### config.mk
export PLATFORM = sky130hd
export DESIGN_NAME = enable_scheduler
export DESIGN_NICKNAME = d
export VERILOG_FILES = /design/src/rtl/enable_scheduler.sv
export SDC_FILE = /design/constraint.sdc
export NUM_CORES = 1
export LEC_CHECK = 0
export CAP_MARGIN = 15
export CORE_MARGIN = 1.5
export CORE_UTILIZATION = 50
export DETAILED_ROUTE_END_ITERATION = 16
export GPL_TIMING_DRIVEN = 0
export HOLD_SLACK_MARGIN = 0.05
export PLACE_DENSITY = 0.87
export SLEW_MARGIN = 20
export SYNTH_ARGS = -nofsm -noshare
export SYNTH_HDL_FRONTEND = slang
export SYNTH_SLANG_ARGS = --single-unit
export TNS_END_PERCENT = 1
### constraint.sdc
create_clock -name clk -period 3.27 [get_ports clk]
set_clock_uncertainty 0.05 [all_clocks]
set_input_delay 0.654 -clock clk [delete_from_list [all_inputs] [get_ports clk]]
set_output_delay 0.654 -clock clk [all_outputs]
set_load 0.005 [all_outputs]
### src/rtl/enable_scheduler.sv
// enable_scheduler: round-robin clock-enable scheduler for a bank of enabler
// clock-gating cells. At most one enable is high at a time. Each grant lasts
// at most BURST cycles, and consecutive grants are separated by GAP_CYCLES
// cycles with every enable low.
//
// Ports:
//   clk       system clock, rising edge
//   reset_L   asynchronous active-low reset
//   req       per-requester level request
//   done      per-requester early release (only the grantee's bit is used)
//   enb       registered one-hot-or-zero enables, one per enabler instance
//   gnt_id    index of the current or most recent grantee
//   busy      high while in GRANT or GAP
//   grant_cnt saturating count of grants issued     (GRANT_CNT_EN only)
//   overrun   sticky flag: a grant expired while still requested (GRANT_CNT_EN only)
//
// Optional feature macro: GRANT_CNT_EN
module enable_scheduler #(
    parameter int unsigned N_REQ      = 4,
    parameter int unsigned BURST      = 4,
    parameter int unsigned GAP_CYCLES = 1,
    parameter int unsigned ID_W       = 2
) (
    input  logic              clk,
    input  logic              reset_L,
    input  logic [N_REQ-1:0]  req,
    input  logic [N_REQ-1:0]  done,
    output logic [N_REQ-1:0]  enb,
    output logic [ID_W-1:0]   gnt_id,
    output logic              busy
`ifdef GRANT_CNT_EN
    ,
    output logic [7:0]        grant_cnt,
    output logic              overrun
`endif
);

    localparam int unsigned BCW = (BURST > 1) ? $clog2(BURST) : 1;
    localparam int unsigned GCW = (GAP_CYCLES > 1) ? $clog2(GAP_CYCLES) : 1;

    typedef enum logic [1:0] {IDLE, GRANT, GAP} state_t;

    state_t            state, state_nxt;
    logic [N_REQ-1:0]  enb_nxt;
    logic [ID_W-1:0]   gnt_id_nxt;
    logic              busy_nxt;
    logic [ID_W-1:0]   rr_ptr, rr_ptr_nxt;
    logic [BCW-1:0]    burst_cnt, burst_cnt_nxt;
    logic [GCW-1:0]    gap_cnt, gap_cnt_nxt;
    logic [ID_W-1:0]   sel;
    logic              found;
    logic              take_c;
    int unsigned       arb_idx;

    // Round-robin pick: first asserted req starting at rr_ptr, wrapping.
    always_comb begin
        sel     = '0;
        found   = 1'b0;
        arb_idx = 0;
        for (int unsigned i = 0; i < N_REQ; i++) begin
            arb_idx = (32'(rr_ptr) + i) % N_REQ;
            if (!found && req[ID_W'(arb_idx)]) begin
                sel   = ID_W'(arb_idx);
                found = 1'b1;
            end
        end
    end

    // Next-state and next-output logic.
    always_comb begin
        state_nxt     = state;
        enb_nxt       = enb;
        gnt_id_nxt    = gnt_id;
        busy_nxt      = busy;
        rr_ptr_nxt    = rr_ptr;
        burst_cnt_nxt = burst_cnt;
        gap_cnt_nxt   = gap_cnt;
        take_c        = 1'b0;
        case (state)
            IDLE: begin
                take_c = found;
            end
            GRANT: begin
                if (burst_cnt == '0 || done[gnt_id] || !req[gnt_id]) begin
                    enb_nxt     = '0;
                    rr_ptr_nxt  = (gnt_id == ID_W'(N_REQ - 1)) ? '0 : gnt_id + ID_W'(1);
                    gap_cnt_nxt = GCW'(GAP_CYCLES - 1);
                    state_nxt   = GAP;
                end else begin
                    burst_cnt_nxt = burst_cnt - BCW'(1);
                end
            end
            GAP: begin
                if (gap_cnt == '0) begin
                    if (found) begin
                        take_c = 1'b1;
                    end else begin
                        busy_nxt  = 1'b0;
                        state_nxt = IDLE;
                    end
                end else begin
                    gap_cnt_nxt = gap_cnt - GCW'(1);
                end
            end
            default: begin
                enb_nxt   = '0;
                busy_nxt  = 1'b0;
                state_nxt = IDLE;
            end
        endcase
        // New grant, shared by IDLE and end-of-gap arbitration.
        if (take_c) begin
            enb_nxt       = N_REQ'(1) << sel;
            gnt_id_nxt    = sel;
            busy_nxt      = 1'b1;
            burst_cnt_nxt = BCW'(BURST - 1);
            state_nxt     = GRANT;
        end
    end

    // State register.
    always_ff @(posedge clk or negedge reset_L) begin
        if (!reset_L) begin
            state <= IDLE;
        end else begin
            state <= state_nxt;
        end
    end

    // Registered outputs and counters.
    always_ff @(posedge clk or negedge reset_L) begin
        if (!reset_L) begin
            enb       <= '0;
            gnt_id    <= '0;
            busy      <= 1'b0;
            rr_ptr    <= '0;
            burst_cnt <= '0;
            gap_cnt   <= '0;
        end else begin
            enb       <= enb_nxt;
            gnt_id    <= gnt_id_nxt;
            busy      <= busy_nxt;
            rr_ptr    <= rr_ptr_nxt;
            burst_cnt <= burst_cnt_nxt;
            gap_cnt   <= gap_cnt_nxt;
        end
    end

`ifdef GRANT_CNT_EN
    // Grant statistics: saturating grant count and sticky burst-expiry flag.
    always_ff @(posedge clk or negedge reset_L) begin
        if (!reset_L) begin
            grant_cnt <= '0;
            overrun   <= 1'b0;
        end else begin
            if (take_c && grant_cnt != 8'hFF) begin
                grant_cnt <= grant_cnt + 8'd1;
            end
            if (state == GRANT && burst_cnt == '0 && req[gnt_id]) begin
                overrun <= 1'b1;
            end
        end
    end
`endif

endmodule

==> impl_metrics.tcl <==
set metrics [dict create \
    final-hold-violation-count 0 \
    hold_path_class "reg2reg" \
    cts_tree "yes" \
    netlist_instances 70 \
    crit_type "in2reg" \
    timing.rr.end "enb[2]" \
    synthFlopType "dfrtp_1" \
    async_flop_share 1.00 \
    boundaryPins 17 \
    syn-num-nets 82 \
    cp.arrival_ns 2.20 \
    pwr_density_cell_nw_per_um2 833 \
    clock-sinks 13 \
    final.period_utilization 0.646 \
    vias 565 \
    seqPwrFrac 0.402 \
    yosysUniqueCellTypes 26 \
    cts_setup_buffers 0 \
    die_h_um 39.9 \
    intPower_mw 0.461 \
    drv_cap 0 \
    io_buffers 16 \
    synth_largest_area_cell "dfrtp_1" \
    leakage_nw 0.405 \
    synth_edf_count 0 \
    clock_latency_ns 0.27 \
    htreeDepth 1 \
    cts_buffers 3 \
    dieArea_sq_um 1590 \
    clockBufferDepth 2 \
    antenna_found_initial 0 \
    fin_hold_ws_ns 0.406 \
    final_cell_area_sq_um 885 \
    grt_overflow_total 0 \
    slew_headroom 0.631 \
    min_to "busy" \
    report.final.slew_viol_count 0 \
    hpwl_mm 1.05 \
    cts_root_buf "clkbuf_4" \
    core-area_sq_um 1280 \
    final_util 0.688 \
    cts_resized 0 \
    fmax_mhz 474 \
    dr.first_iter.drc_count 14 \
    finalCriticalPeriod_ns 2.11 \
    num_rows 13 \
    end_kind "register" \
    tightestPinTransition_ns 0.552 \
    grt_pass1_wl_mm 2.19 \
    min_from "state[1]" \
    grt_pass1_vias 495 \
    die_w_um 39.9 \
    tns_ns 0 \
    r2r_slack_ns 1.61 \
    p_sw_mw 0.276 \
    final_antenna_net_count 0 \
    yosysSeqAreaShare 0.479 \
    clockPowerShare 0.131 \
    drt_pre_antenna_iters 4 \
    yosysMostFrequentCell "dfrtp_1" \
    reg2reg_from "gnt_id[0]" \
    drc 0 \
    postPlaceCellArea_sq_um 858 \
    setup-violations-final 0 \
    grt_start_max_net_pins 14 \
    grtUsageTotal 0.217 \
    ys_ff_latch 13 \
    worst_r2r_path_depth 4 \
    fin_nets 103 \
    start_util 0.529 \
    clk_pin_slew_ns 0.07 \
    syn2layout_area_growth_pct 30.2 \
    place.gp.congestion 0.756 \
    ir_worst_vdd_mv 0.435 \
    netlist_area_sq_um 679 \
    drive_gt1_frac 0.0556 \
    cp-start-kind "primary input" \
    ys.warnings.count 0 \
    synth_top_area_share 0.479 \
    cts_hold_buf 0 \
    routed_wl_mm 1.36 \
    status "complete, no violations" \
    wl_per_cell_um 12.9 \
    worstPathRequired_ns 3.36 \
    hold_path_depth 1 \
    power_switching_share 0.374 \
    crit_fanout 6 \
    num_antenna_cells 0 \
    yosys-top-cells-area "dfrtp_1 48%, inv_1 5.0%, o22ai_1 4.6%, mux2i_1 4.4%, ha_1 3.7%" \
    rsz0062_at_grt "false" \
    routed_via_density 5.38 \
    synth_area_per_cell_sq_um 9.71 \
    worstSetupStartpoint "req[3]" \
    synth_common_cells "13 x dfrtp_1, 9 x inv_1, 5 x nand2_1, 5 x nor2_1, 5 x o22ai_1" \
    p_comb_frac 0.467 \
]
==> routing by layer <==
| layer | vias to the layer above | share of wire | global-route usage |
|---|---|---|---|
| met5 | - | 0 | 0 |
| met4 | 0 | 0.0074 | 0.103 |
| met3 | 2 | 0.059 | 0.0511 |
| met2 | 22 | 0.48 | 0.343 |
| met1 | 257 | 0.45 | 0.273 |
| li1 | 284 | - | - |
==> layout by cell type (no fill, tap or decap), types with 2 or more instances in the layout <==
cell and n:
nand2b_1 3, a21oi_1 3, dfrtp_1 13, o21ai_0 2, nor2b_1 2, mux2i_1 3
clkbuf_4 3, nand3_1 3, inv_1 9, nor2_1 5, o22ai_1 5, clkdlybuf4s50_1 16
ha_1 2, nand2_1 5, mux2_1 2, clkbuf_1 2
==> critical path: stages <==
cell,delay [ns]
clkdlybuf4s50_1,0.49
nor4_1,0.44
or2_0,0.16
clkbuf_1,0.23
a21o_1,0.13
o22ai_1,0.08
==> power groups by stage <==
stage	Clock, mW	Combinational [mW]	Sequential (mW)
5_1_grt	0.106	0.390	0.309
6_report	0.0967	0.344	0.296
3_3_place_gp	0	0.333	0.295
2_1_floorplan	0	0.212	0.288
4_1_cts	0.101	0.348	0.297
3_5_place_dp	0	0.346	0.300
==> per-stage QoR <==
| stage | power, mW | worst slack, ns | instances |
|---|---|---|---|
| after global placement | 0.628 | 0.940 | 101 |
| after detailed placement | 0.645 | 0.888 | 101 |
| final | 0.737 | 1.16 | 105 |
| after global routing | 0.805 | 1.03 | 105 |
| after floorplan | 0.500 | 1.55 | 70 |
| after CTS | 0.747 | 1.15 | 105 |
==> registers in the layout, summed over array words and instances (netlist names) <==
| name | count |
|---|---|
| enb | 4 |
| state | 2 |
| gnt_id | 2 |
| busy | 1 |
| burst_cnt | 2 |
| rr_ptr | 2 |
==> cells by family after synthesis <==
| logic type | count (synthesis) | share of synthesized area |
|---|---|---|
| and+or+nand+nor | 22 | 0.166 |
| AOI/OAI and AO/OA | 18 | 0.186 |
| DFF | 13 | 0.479 |
| buffers and inverters | 10 | 0.0552 |
| muxes | 5 | 0.0773 |
| adders and majority gates | 2 | 0.0368 |
==> worst max path at each step <==
stage | endpoint | cells past startpoint
after floorplan | rr_ptr[0] | 4
after global placement | rr_ptr[1] | 5
after detailed placement | enb[0] | 6
after CTS | enb[2] | 6
after global routing | enb[0] | 6
final | enb[2] | 6
==> area by class of cell <==
type	instances	area, sq um
fillers	116	400
flip-flops and latches	13	325
multi-input cells	47	317
repair buffers	16	160
inverters	9	33.8
clock buffers	4	26.3
well taps	15	18.8
plain buffers	1	3.75
Power figures use the tool's default switching activity.
